$ cat src/rtl/qpsk_pkg.sv
// Shared constants, state type and helper functions for the QPSK transmit modulator.
package qpsk_pkg;

  localparam int SYMS_PER_WORD = 16;
  localparam int DIBIT_W       = 2;
  localparam int WORD_W        = SYMS_PER_WORD * DIBIT_W;

  // Differential phase increments in quarter turns, indexed by dibit value.
  localparam logic [1:0] PH_INC_00 = 2'd0;
  localparam logic [1:0] PH_INC_01 = 2'd1;
  localparam logic [1:0] PH_INC_11 = 2'd2;
  localparam logic [1:0] PH_INC_10 = 2'd3;

  // Phase-to-sign table: bit 1 set means I is negative, bit 0 set means Q is negative.
  localparam logic [1:0] PH_SIGN_0 = 2'b00;
  localparam logic [1:0] PH_SIGN_1 = 2'b10;
  localparam logic [1:0] PH_SIGN_2 = 2'b11;
  localparam logic [1:0] PH_SIGN_3 = 2'b01;

  // Settings-bus register addresses used by the wrapping noc_block.
  localparam logic [7:0] SR_QPSK_TX_AMPLITUDE = 8'd192;
  localparam logic [7:0] SR_QPSK_TX_DIFF_EN   = 8'd193;

  typedef enum logic {
    ST_IDLE   = 1'b0,
    ST_ACTIVE = 1'b1
  } qpsk_state_t;

  function automatic logic [1:0] phase_inc(input logic [DIBIT_W-1:0] d);
    case (d)
      2'b00:   phase_inc = PH_INC_00;
      2'b01:   phase_inc = PH_INC_01;
      2'b11:   phase_inc = PH_INC_11;
      default: phase_inc = PH_INC_10;
    endcase
  endfunction

  function automatic logic [1:0] phase_sign(input logic [1:0] p);
    case (p)
      2'd0:    phase_sign = PH_SIGN_0;
      2'd1:    phase_sign = PH_SIGN_1;
      2'd2:    phase_sign = PH_SIGN_2;
      default: phase_sign = PH_SIGN_3;
    endcase
  endfunction

endpackage

$ cat src/rtl/qpsk_symbol_mapper.sv
// Combinational dibit-to-constellation mapper with optional differential encoding.
// In plain mode the dibit bits directly select the I/Q signs and the phase passes through.
module qpsk_symbol_mapper
  import qpsk_pkg::*;
#(
  parameter int WIDTH = 16
) (
  input  logic [DIBIT_W-1:0] dibit,
  input  logic [1:0]         phase,
  input  logic               diff_en,
  input  logic [WIDTH-1:0]   amp,
  output logic [WIDTH-1:0]   i_comp,
  output logic [WIDTH-1:0]   q_comp,
  output logic [1:0]         next_phase
);

  logic [WIDTH-1:0] neg_amp;
  logic [1:0]       sign;

  assign neg_amp = ~amp + WIDTH'(1);

  // Pick the sign pattern from either the raw dibit or the advanced differential phase.
  always_comb begin
    next_phase = phase;
    sign       = dibit;
    if (diff_en) begin
      next_phase = phase + phase_inc(dibit);
      sign       = phase_sign(next_phase);
    end
    i_comp = sign[1] ? neg_amp : amp;
    q_comp = sign[0] ? neg_amp : amp;
  end

endmodule

$ cat src/rtl/qpsk_mod_axis.sv
// QPSK transmit modulator: unpacks 16 dibits per AXI-stream word, maps each to a
// constellation point and holds it for SPS output samples. The output register
// always carries the current sample; counters index the sample within the word.
module qpsk_mod_axis
  import qpsk_pkg::*;
#(
  parameter int SPS   = 16,
  parameter int WIDTH = 16
) (
  input  logic                 ce_clk,
  input  logic                 ce_rst,
  input  logic                 clear,
  input  logic                 diff_en,
  input  logic [WIDTH-1:0]     amplitude,
  input  logic [WORD_W-1:0]    i_tdata,
  input  logic                 i_tlast,
  input  logic                 i_tvalid,
  output logic                 i_tready,
  output logic [2*WIDTH-1:0]   o_tdata,
  output logic                 o_tlast,
  output logic                 o_tvalid,
  input  logic                 o_tready,
  output logic                 busy
);

  localparam int SMP_W = (SPS > 2) ? $clog2(SPS) : 1;
  localparam int SYM_W = $clog2(SYMS_PER_WORD);

  qpsk_state_t       state;
  logic [WORD_W-1:0] shift_reg;
  logic              tlast_reg;
  logic              diff_reg;
  logic [WIDTH-1:0]  amp_reg;
  logic [1:0]        phase;
  logic [SYM_W-1:0]  sym_cnt;
  logic [SMP_W-1:0]  smp_cnt;

  logic              last_smp;
  logic              last_sym;
  logic              load;
  logic [WIDTH-1:0]  amp_sat;
  logic [DIBIT_W-1:0] map_dibit;
  logic              map_diff;
  logic [WIDTH-1:0]  map_amp;
  logic [WIDTH-1:0]  map_i;
  logic [WIDTH-1:0]  map_q;
  logic [1:0]        map_phase;

  assign o_tvalid = (state == ST_ACTIVE);
  assign busy     = o_tvalid;
  assign last_smp = (smp_cnt == SMP_W'(SPS - 1));
  assign last_sym = (sym_cnt == SYM_W'(SYMS_PER_WORD - 1));
  assign i_tready = !o_tvalid || (o_tready && last_smp && last_sym);
  assign load     = i_tvalid && i_tready;

  // A negative amplitude request clamps to full-scale positive so -A stays representable.
  assign amp_sat = amplitude[WIDTH-1] ? {1'b0, {(WIDTH-1){1'b1}}} : amplitude;

  // On a load the mapper sees the fresh word and settings; otherwise the latched ones.
  assign map_dibit = load ? i_tdata[WORD_W-1 -: DIBIT_W] : shift_reg[WORD_W-1 -: DIBIT_W];
  assign map_diff  = load ? diff_en : diff_reg;
  assign map_amp   = load ? amp_sat : amp_reg;

  qpsk_symbol_mapper #(.WIDTH(WIDTH)) u_mapper (
    .dibit      (map_dibit),
    .phase      (phase),
    .diff_en    (map_diff),
    .amp        (map_amp),
    .i_comp     (map_i),
    .q_comp     (map_q),
    .next_phase (map_phase)
  );

  // Handshake FSM, sample/symbol counters and registered output sample.
  always_ff @(posedge ce_clk or posedge ce_rst) begin
    if (ce_rst) begin
      state     <= ST_IDLE;
      shift_reg <= '0;
      tlast_reg <= 1'b0;
      diff_reg  <= 1'b0;
      amp_reg   <= '0;
      phase     <= '0;
      sym_cnt   <= '0;
      smp_cnt   <= '0;
      o_tdata   <= '0;
      o_tlast   <= 1'b0;
    end else if (clear) begin
      state     <= ST_IDLE;
      shift_reg <= '0;
      tlast_reg <= 1'b0;
      diff_reg  <= 1'b0;
      amp_reg   <= '0;
      phase     <= '0;
      sym_cnt   <= '0;
      smp_cnt   <= '0;
      o_tdata   <= '0;
      o_tlast   <= 1'b0;
    end else if (load) begin
      state     <= ST_ACTIVE;
      shift_reg <= {i_tdata[WORD_W-DIBIT_W-1:0], {DIBIT_W{1'b0}}};
      tlast_reg <= i_tlast;
      diff_reg  <= diff_en;
      amp_reg   <= amp_sat;
      phase     <= map_phase;
      sym_cnt   <= '0;
      smp_cnt   <= '0;
      o_tdata   <= {map_i, map_q};
      o_tlast   <= 1'b0;
    end else if (state == ST_ACTIVE && o_tready) begin
      if (last_smp) begin
        if (last_sym) begin
          state   <= ST_IDLE;
          o_tlast <= 1'b0;
        end else begin
          shift_reg <= {shift_reg[WORD_W-DIBIT_W-1:0], {DIBIT_W{1'b0}}};
          phase     <= map_phase;
          sym_cnt   <= sym_cnt + SYM_W'(1);
          smp_cnt   <= '0;
          o_tdata   <= {map_i, map_q};
          o_tlast   <= 1'b0;
        end
      end else begin
        smp_cnt <= smp_cnt + SMP_W'(1);
        o_tlast <= tlast_reg && last_sym && (smp_cnt == SMP_W'(SPS - 2));
      end
    end
  end

endmodule

$ cat config.mk
export PLATFORM = sky130hd
export DESIGN_NAME = qpsk_mod_axis
export DESIGN_NICKNAME = d
export VERILOG_FILES = /design/src/rtl/qpsk_pkg.sv /design/src/rtl/qpsk_symbol_mapper.sv /design/src/rtl/qpsk_mod_axis.sv
export SDC_FILE = /design/constraint.sdc
export NUM_CORES = 1
export LEC_CHECK = 0
export BUFFER_PORTS_ARGS = -buffer_cell sky130_fd_sc_hd__buf_4
export CAP_MARGIN = 20
export CORE_UTILIZATION = 50
export DETAILED_ROUTE_END_ITERATION = 8
export PLACE_DENSITY = 0.76
export SETUP_SLACK_MARGIN = 0.4
export SLEW_MARGIN = 20
export SYNTH_ARGS = -nofsm -noshare
export SYNTH_HDL_FRONTEND = slang
export SYNTH_SLANG_ARGS = --single-unit
$ cat constraint.sdc
create_clock -name ce_clk -period 4.2 [get_ports ce_clk]
set_input_delay 0.63 -clock ce_clk [delete_from_list [all_inputs] [get_ports ce_clk]]
set_output_delay 0.63 -clock ce_clk [all_outputs]
set_load 0.005 [all_outputs]
# ---- After elaboration in Yosys (flattened, before gate mapping)
# Cells that the tools add are included.
dict set report word_totals {
  output_inout_bits 36
  mem_bits_ro 0
  elab_cells 90
  mem_bits_rw 0
  input_bits 55
  latch_bits 0
  mem_count 0
  reg_bits 94
}
dict set report classes {
  magnitude_cmp 0
  bitwise_logic 1
  eq_ne 9
  n_reduce_logical 17
  n_mux 49
  n_addsub 4
  mul 0
  n_div 0
  shifts 0
}
# cell count
set ops {}
lappend ops {{$mux 32} 10}
lappend ops {{$mux 16} 4}
lappend ops {{$mux 4} 10}
lappend ops {{$mux 2} 9}
lappend ops {{$add 16x1->16 const B} 1}
lappend ops {{$not 16->16} 1}
lappend ops {{$mux 15} 1}
lappend ops {{$mux 1} 13}
lappend ops {{$eq 4x4->1 const B} 3}
lappend ops {{$pmux 2 s3} 2}
lappend ops {{$reduce_bool 3->1} 3}
lappend ops {{$add 4x1->4 const B} 2}
lappend ops {{$logic_and 1x1->1} 6}
lappend ops {{$reduce_and 3->1} 2}
lappend ops {{$eq 2x1->1 const B} 2}
lappend ops {{$eq 2x2->1 const B} 2}
lappend ops {{$logic_not 2->1} 2}
lappend ops {{$ne 4x3->1 const B} 1}
lappend ops {{$ne 3x2->1 const B} 1}
lappend ops {{$add 2x2->2} 1}
lappend ops {{$reduce_and 2->1} 1}
lappend ops {{$reduce_bool 2->1} 1}
lappend ops {{$logic_not 1->1} 1}
lappend ops {{$logic_or 1x1->1} 1}

# ---- Depth between registers and ports, before layout
# Gate-level depths: netlist of run 1.
dict set report depth {
  word_depth 19
  depth_mapped 19
  depth_no_buf 15
}

# ---- Hierarchy
# Synthesis of run 1 repeated with hierarchy kept, for this count alone.
dict set report hier_totals {
  cells_unflattened 581
  hier_area_um2 4961.0
}
# module n_inst seq_area_each_um2 area_each_um2 cells_each
set modules_own_cells {}
lappend modules_own_cells {qpsk_mod_axis 1 2302.2 4232.8 476}
lappend modules_own_cells {qpsk_symbol_mapper 1 0.0 728.2 105}

# ---- Worst setup path before layout of run 1
# OpenSTA, ideal clock, no wires.
dict set report synth_timing {
  path_kind {register to register}
  startpoint {reg smp_cnt[0]}
  endpoint {reg o_tdata[3]}
  path_stages_with_launch 19
  t_arrival_ps 3839
  setup_ps 95
  path_slack_ps 266
  required_ps 4105
  path_buffers 4
  synth_period_minus_slack_ps 3934
  cell_sequence {dfrtp_1 > ha_1 > nand4_2 > o21a_1 > clkbuf_1 > buf_1 > buf_1 > o21ai_0 > ha_1 > xor2_1 > xnor2_1 > ha_1 > or2_2 > mux2i_1 > mux2i_1 > clkbuf_1 > nand2_1 > xnor2_1 > o31ai_1}
}
dict set report synth_via {
  elab_chain_cells 19
  elab_cells_between_ends 31
  cone_classes {add/sub: 2; eq/ne: 6; mux: 13; bitwise: 1; reduce/logical: 9}
}
# element line
set synth_lines {}
lappend synth_lines {{from (decl)} qpsk_mod_axis.sv:36} ;# logic [SMP_W-1:0] smp_cnt;
lappend synth_lines {{from (signal assigned)} qpsk_mod_axis.sv:123} ;# smp_cnt <= smp_cnt + SMP_W'(1);
lappend synth_lines {{$eq 4x4->1 *} qpsk_mod_axis.sv:51} ;# assign last_smp = (smp_cnt == SMP_W'(SPS - 1));
lappend synth_lines {{$logic_and 1x1->1 (2 in series)} qpsk_mod_axis.sv:53} ;# assign i_tready = !o_tvalid || (o_tready && last_smp && last_sym);
lappend synth_lines {{$logic_or 1x1->1} qpsk_mod_axis.sv:53}
lappend synth_lines {{$logic_and 1x1->1} qpsk_mod_axis.sv:54} ;# assign load = i_tvalid && i_tready;
lappend synth_lines {{$mux 2} qpsk_mod_axis.sv:60} ;# assign map_dibit = load ? i_tdata[WORD_W-1 -: DIBIT_W] : shift_reg[WORD_W-1 -: DIBIT_W];
lappend synth_lines {{$eq 2x2->1 (tied with other cells)} qpsk_pkg.sv:30} ;# case (d)
lappend synth_lines {{$pmux 2 s3} qpsk_pkg.sv:30}
lappend synth_lines {{$mux 2} qpsk_symbol_mapper.sv:26} ;# if (diff_en) begin
lappend synth_lines {{[2 not listed]} --}
lappend synth_lines {{$pmux 2 s3} qpsk_pkg.sv:39} ;# case (p)
lappend synth_lines {{$mux 2} qpsk_symbol_mapper.sv:26}
lappend synth_lines {{$mux 16} qpsk_symbol_mapper.sv:31} ;# q_comp = sign[0] ? neg_amp : amp;
lappend synth_lines {{$mux 32} qpsk_mod_axis.sv:111} ;# if (last_sym) begin
lappend synth_lines {{$mux 32} qpsk_mod_axis.sv:110} ;# if (last_smp) begin
lappend synth_lines {{$mux 32} qpsk_mod_axis.sv:109} ;# end else if (state == ST_ACTIVE && o_tready) begin
lappend synth_lines {{$mux 32} qpsk_mod_axis.sv:98} ;# end else if (load) begin
lappend synth_lines {{$mux 32} qpsk_mod_axis.sv:87} ;# end else if (clear) begin
lappend synth_lines {{to (signal assigned)} qpsk_mod_axis.sv:107} ;# o_tdata <= {map_i, map_q};
lappend synth_lines {{to (signal assigned)} qpsk_mod_axis.sv:119} ;# o_tdata <= {map_i, map_q};
lappend synth_lines {{to (decl)} qpsk_mod_axis.sv:19} ;# output logic [2*WIDTH-1:0] o_tdata,
# Mark *: on every way between the ends. The rest lies on a longest branch, timed or not. The select of a mux whose other input is x is not followed.
# A chain may end at the register's enable or synchronous reset.

# ---- Worst setup path in the final report of run 1
dict set report layout_timing {
  startpoint {reg smp_cnt[1]}
  endpoint {reg o_tdata[10]}
}
# Same word-level chain as after synthesis.

==> flow_summary.yaml, run 1 <==
setup_path:
  slowest_stage: "dfrtp_1"
  crit_chain: "ha_1 -> nand4_2 -> o21a_2 -> o21ai_0 -> ha_1 -> xor2_1 -> xnor2_1 -> ha_1 -> or2_2 -> mux2i_2 -> mux2_2 -> a221oi_1 -> or3_1 -> nand3_1"
  arrival_ps: 3860
  slowest_delay_ps: 400
  crit_required_ps: 4500
  end_kind: "register"
  path_common_cell: "ha_1"
  critPathKind: "reg2reg"
  cp_max_fo: 8
  crit_path_start_kind: "register"
synthesis:
  yosysSeqAreaShare_pct: 45.8
  synth_area_leaders: "dfrtp_1 46%, mux2i_1 8.7%, nor2_1 5.9%"
  synth-main-ff-cell: "dfrtp_1"
  synth_edf_count: 0
  yosysUniqueCellTypes: 47
  synth_common_cells: "91 x dfrtp_1, 78 x nor2_1, 48 x nand2_1"
  synth-seq-cells: 91
  async_flop_share_pct: 100
  yosysWarnings: 0
  synth_most_common_cell: "dfrtp_1"
  syn_area_sq_um: 4970
  synth_largest_area_cell: "dfrtp_1"
  syn_inst: 526
  yosysTopAreaCellShare_pct: 45.8
  syn-num-nets: 588
  synth.avg_cell_area_sq_um: 9.46
detailed_routing:
  drc: 0
  vias: 4223
  viasPerCell: 5.73
  ant_nets: 0
  wl_per_cell_microns: 16.0
  routed_wl_microns: 11800
  dr.pass1.iters: 7
  drt_first_iter_violations: 205
clocking:
  htree_levels: 3
  hold_buffers: 0
  cts_root_buf: "clkbuf_8"
  cts_buffers: 9
  cts.sinks: 91
  post_cts_buffers: 0
  clk-insertion-delay-late_ps: 360
  cts.path.max_buffers: 2
  cts.clk_slew.worst_paths_ps: 90
  cts_tree: "done"
status:
  status: "finished clean"
sta:
  fin_skew_ps: 13.1
  slew_headroom_pct: 35.8
  rsz0062_at_grt: "yes"
  hold_viol_final: 0
  maxSlewViolCount: 0
  fin_setup_tns_ps: 0
  setup_slack_ps: 640
  finalCritPeriodShare_pct: 84.8
  max_freq_ghz: 0.281
  finalCriticalPeriod_ps: 3560
  setup_viol: 0
  worstMarginPinSlew_ps: 959
power:
  p_switching_uw: 642
  p_comb_share_pct: 24.2
  clkPwrFrac_pct: 28.4
  p_leak_uw: 0.00260
  p_seq_share_pct: 47.3
  switching_share_pct: 29.9
  vdd_drop_max_mv: 0.166
  p_per_area_nw_per_um2: 360
  p_int_uw: 1500
global_route:
  antenna_found_initial: 0
  grt_start_max_net_pins: 61
  grt_pass1_wl_microns: 19500
  grt-ovfl-total: 0
  grt_pass1_vias: 3965
  grtUsageTotal_pct: 24.2
die:
  floorplan.initialDensity_pct: 51.1
  die_x_microns: 102
  die_area_sq_um: 10400
  core_sq_um: 9730
  rows: 36
  num_io_pins: 91
  die_h_microns: 102
cells_and_area:
  drive_gt1_share_pct: 22.2
  final_core_utilization_pct: 61.2
  fillCellCount: 818
  diodes: 0
  fin_nets: 662
  area_delta_synth_final_pct: 19.7
  largest_register_ffs: 31
placed_design:
  portBuffers: 90
  routabilityCongestion: 0.959
  dp_slack_ps: 469
  dpl.hpwl_microns: 8120
job:
  maxCapViolCount: 0
worst_hold_path:
  hold_path_class: "in2async"
path summary, 6_finish.rpt:
path                                  from           to  slack (ps)  depth (start not counted)
worst max-delay path            smp_cnt[1]  o_tdata[10]         640                         14
worst min register to register  o_tdata[5]   o_tdata[5]         480                          2
worst max register to register  smp_cnt[1]  o_tdata[10]         640                         14
max in group asynchronous           ce_rst   o_tdata[7]        2760                          3
min in group ce_clk             o_tdata[5]   o_tdata[5]         480                          2
worst min-delay path                ce_rst   smp_cnt[2]         430                          2
power by group through the flow:
stage | registers, uW | logic, uW | clock network (uW)
floorplan | 1030 | 302 | 0
global placement | 1030 | 499 | 0
detailed placement | 1030 | 509 | 0
CTS | 1020 | 514 | 618
global route | 1030 | 577 | 646
finish | 1010 | 520 | 609
placed cells by master (no fill, tap or decap), drive strengths merged, types with 2 or more instances in the layout:
cell / Yosys / layout
nand4: 15 / 15
inv: 8 / 7
nand2b: 4 / 4
or3: 11 / 11
a211o: 10 / 10
xor2: 10 / 10
nor4: 8 / 8
xnor2: 14 / 14
a221oi: 2 / 2
o21ai: 32 / 32
a211oi: 31 / 31
clkinv: 0 / 2
nand3: 17 / 17
ha: 7 / 7
nor2: 78 / 78
nand2: 48 / 48
clkbuf: 22 / 13
mux2: 3 / 3
or2: 4 / 4
a22oi: 4 / 4
nand3b: 2 / 2
nor3: 14 / 14
a21oi: 8 / 8
or4: 2 / 2
mux2i: 44 / 44
buf: 14 / 99
o221ai: 3 / 3
dfrtp: 91 / 91
and3: 3 / 3
o31ai: 5 / 5
o21a: 3 / 3
o211ai: 3 / 3
a22o: 2 / 2
kinds of logic (layout without fill, tap and decap cells):
logic type | count (synthesis) | after routing | share of synthesized area (%)
xor gates and xnor gates | 24 | 24 | 4.23
DFF | 91 | 91 | 45.8
and+or+nand+nor | 207 | 207 | 19.8
adders and majority gates | 7 | 7 | 1.76
buffers and inverters | 44 | 122 | 3.77
AOI/OAI and AO/OA | 106 | 106 | 14.9
muxes | 47 | 47 | 9.78
through the flow:
step,hold WS [ps],total power [uW],cell area (sq um),cells
6_report,431,2140,5960,737
5_1_grt,510,2250,5960,737
4_1_cts,453,2150,5930,737
3_5_place_dp,468,1540,5740,722
3_3_place_gp,464,1530,5740,722
2_1_floorplan,473,1330,4980,526
metal layers:
layer	share of wire, %	wire length, microns	GRT usage (%)
met1	46	5430	34.5
met2	46	5460	36.7
met3	5.8	687	4.83
met4	2.0	231	8.58
met5	0	0	0
layout make-up:
class / count / area [sq um] / share of cell area (%)
well taps: 133 / 166 / 2.79
repair buffers: 99 / 743 / 12.5
flip-flops and latches: 91 / 2280 / 38.2
clock buffers: 13 / 159 / 2.67
clock inverters: 2 / 35.0 / 0.588
multi-input cells: 391 / 2540 / 42.7
inverters: 8 / 31.3 / 0.525
repair_timing:
| action | 4_1_cts | 5_1_grt |
|---|---|---|
| hold endpoints to repair | 0 | 0 |
| resized for setup | 0 | 5 |
| setup endpoints to repair | 0 | 13 |
worst max-delay path, delay by kind of cell (launching register included):
family	cells	cell delay, ps
adder cells (fa/ha/maj)	3	660
flip-flops	1	400
XOR/XNOR	2	390
AO/OA/AOI/OAI	3	600
multiplexers	2	530
AND/OR/NAND/NOR	4	910
Power figures use the tool's default switching activity.
==> run 2: changes to the inputs <==
--- a/config.mk
+++ b/config.mk
@@ -9,7 +9,7 @@
 export CAP_MARGIN = 20
 export CORE_UTILIZATION = 50
 export DETAILED_ROUTE_END_ITERATION = 8
-export PLACE_DENSITY = 0.76
+export PLACE_DENSITY = 0.73
 export SETUP_SLACK_MARGIN = 0.4
 export SLEW_MARGIN = 20
 export SYNTH_ARGS = -nofsm -noshare
==> constraint.sdc (replaced) <==
create_clock -name ce_clk -period 3.7 [get_ports ce_clk]
set_input_delay 0.555 -clock ce_clk [delete_from_list [all_inputs] [get_ports ce_clk]]
set_output_delay 0.555 -clock ce_clk [all_outputs]
set_load 0.005 [all_outputs]
==> run 2 against run 1 <==
Net effect: worst setup slack worse by 62 ps; fmax is 14% higher; clock power is 11% higher; sequential share of layout area is 1.0 points lower; first-iteration DRC count is 10% lower; wire length is 0.97% higher; sequential cell count stayed put; critical path type unchanged.
==> flow_summary.yaml, run 2 (synthesis results as in run 1) <==
status:
  status: "finished clean"
cells_and_area:
  largest_register_ffs: 31
  drive_gt1_share_pct: 26.1
  seqCellArea_sq_um: 2280
  area_delta_synth_final_pct: 23.0
  multi_input_area_sq_um: 2640
  fin_nets: 671
  design_area_sq_um: 6120
  diodes: 0
  fillCellCount: 844
  final_cell_mix: "108 x buf_4, 90 x dfrtp_1, 78 x nor2_1, 48 x nand2_1, 40 x mux2i_1"
  fin_cells: 747
  final_core_utilization_pct: 62.9
  mostFrequentLayoutCell: "buf_4"
sta:
  fin_skew_ps: 6.80
  hold_viol_final: 0
  maxSlewViolCount: 0
  rsz0062_at_grt: "yes"
  worstMarginPinSlew_ps: 755
  setup_viol: 0
  max_freq_ghz: 0.320
  slew_headroom_pct: 49.2
  finalCritPeriodShare_pct: 84.4
  finalCriticalPeriod_ps: 3120
  setup_slack_ps: 578
power:
  p_per_area_nw_per_um2: 398
  p_leak_uw: 0.00266
  vdd_drop_max_mv: 0.197
detailed_routing:
  vias: 4303
  ant_nets: 0
  dr.pass1.iters: 4
  viasPerCell: 5.76
  drt_first_iter_violations: 184
  drc: 0
  routed_wl_microns: 11900
  wl_per_cell_microns: 16.0
clocking:
  cts_root_buf: "clkbuf_8"
  cts_buffers: 9
  clk-insertion-delay-late_ps: 360
  hold_buffers: 0
  cts.path.max_buffers: 2
  cts.clk_slew.worst_paths_ps: 90
  cts_tree: "done"
  htree_levels: 3
  cts.sinks: 91
setup_path:
  reg2reg_depth: 14
  cp_max_fo: 15
  r2r_start: "smp_cnt[0]"
  arrival_ps: 3380
  r2r_slack_ps: 580
  crit_path_start_kind: "register"
  critPathKind: "reg2reg"
  crit_required_ps: 3960
  reg2reg_to: "o_tdata[24]"
  end_kind: "register"
die:
  die_x_microns: 102
  num_io_pins: 91
  die_area_sq_um: 10400
  rows: 36
  core_sq_um: 9730
  die_h_microns: 102
  floorplan.initialDensity_pct: 51.1
placed_design:
  routabilityCongestion: 0.900
  placed_area_sq_um: 5810
  dp.cells: 725
  portBuffers: 90
  dp_slack_ps: -203
  dpl.hpwl_microns: 8370
global_route:
  grt_start_max_net_pins: 63
  antenna_found_initial: 0
  grt_pass1_wl_microns: 19400
  grtUsageTotal_pct: 24.3
  grt-ovfl-total: 0
  grt_pass1_vias: 4104
worst_hold_path:
  hold_path_class: "in2async"
job:
  maxCapViolCount: 0
run 2: changes by cell type in the layout (fill, tap and decap cells not counted), moves of 3 or more:
| cell | delta |
|---|---|
| ha_1 | -5 |
| clkinv_2 | +3 |
| ha_2 | +4 |
| buf_4 | +9 |
run 2: worst max path at each step:
stage	endpoint	from	cells after the start	slack (ps)
after floorplan	o_tdata[10]	sym_cnt[0]	18	320
after CTS	o_tdata[13]	smp_cnt[1]	15	350
after detailed placement	o_tdata[4]	o_tready	15	-200
after global placement	o_tdata[4]	o_tready	15	-150
after global routing	o_tdata[24]	smp_cnt[0]	14	400
final	o_tdata[24]	smp_cnt[0]	14	580
run 2: per-layer routing:
metal	routed length [microns]	part of all wire [%]	GRT usage, %
met1	5430	46	32.8
met2	5590	47	38.5
met3	594	5.0	4.90
met4	310	2.6	9.92
met5	0	0	0
run 2: area by class of cell:
type	count	area share, %
Multi-Input combinational cell	391	43.1
Sequential cell	91	37.2
Timing Repair Buffer	108	13.3
Tap cell	133	2.72
Clock buffer	9	2.02
Clock inverter	7	1.10
Inverter	8	0.511
run 2: where the power goes:
part | switching (uW) | leakage [uW] | internal, uW
Clock | 362 | 0.000103 | 311
Sequential | 62.0 | 0.00120 | 1090
Combinational | 327 | 0.00136 | 285
Total | 751 | 0.00266 | 1690
run 2: stage by stage:
stage,total power [uW],hold slack (ps),TNS (ps)
after CTS,2450,313,0
after global placement,1750,465,-250
after detailed placement,1760,469,-598
after floorplan,1530,473,0
final,2440,293,0
after global routing,2570,349,0
run 2: what timing repair did:
action	4_1_cts	5_1_grt
pin swaps	1	1
resized for setup	7	8
buffers inserted	2	4
setup endpoints to repair	16	20
run 2: worst max-delay path, cell delays in order (launching register included):
cell and delay, ps:
dfrtp_1 400, ha_4 190, nand4_4 140, o21a_2 260, buf_4 200, or3_1 330
o21ai_2 110, ha_2 220, nor4b_2 200, buf_4 180, nand3b_1 70, mux2_2 290
o211ai_1 110, xor2_1 90, a22o_1 210
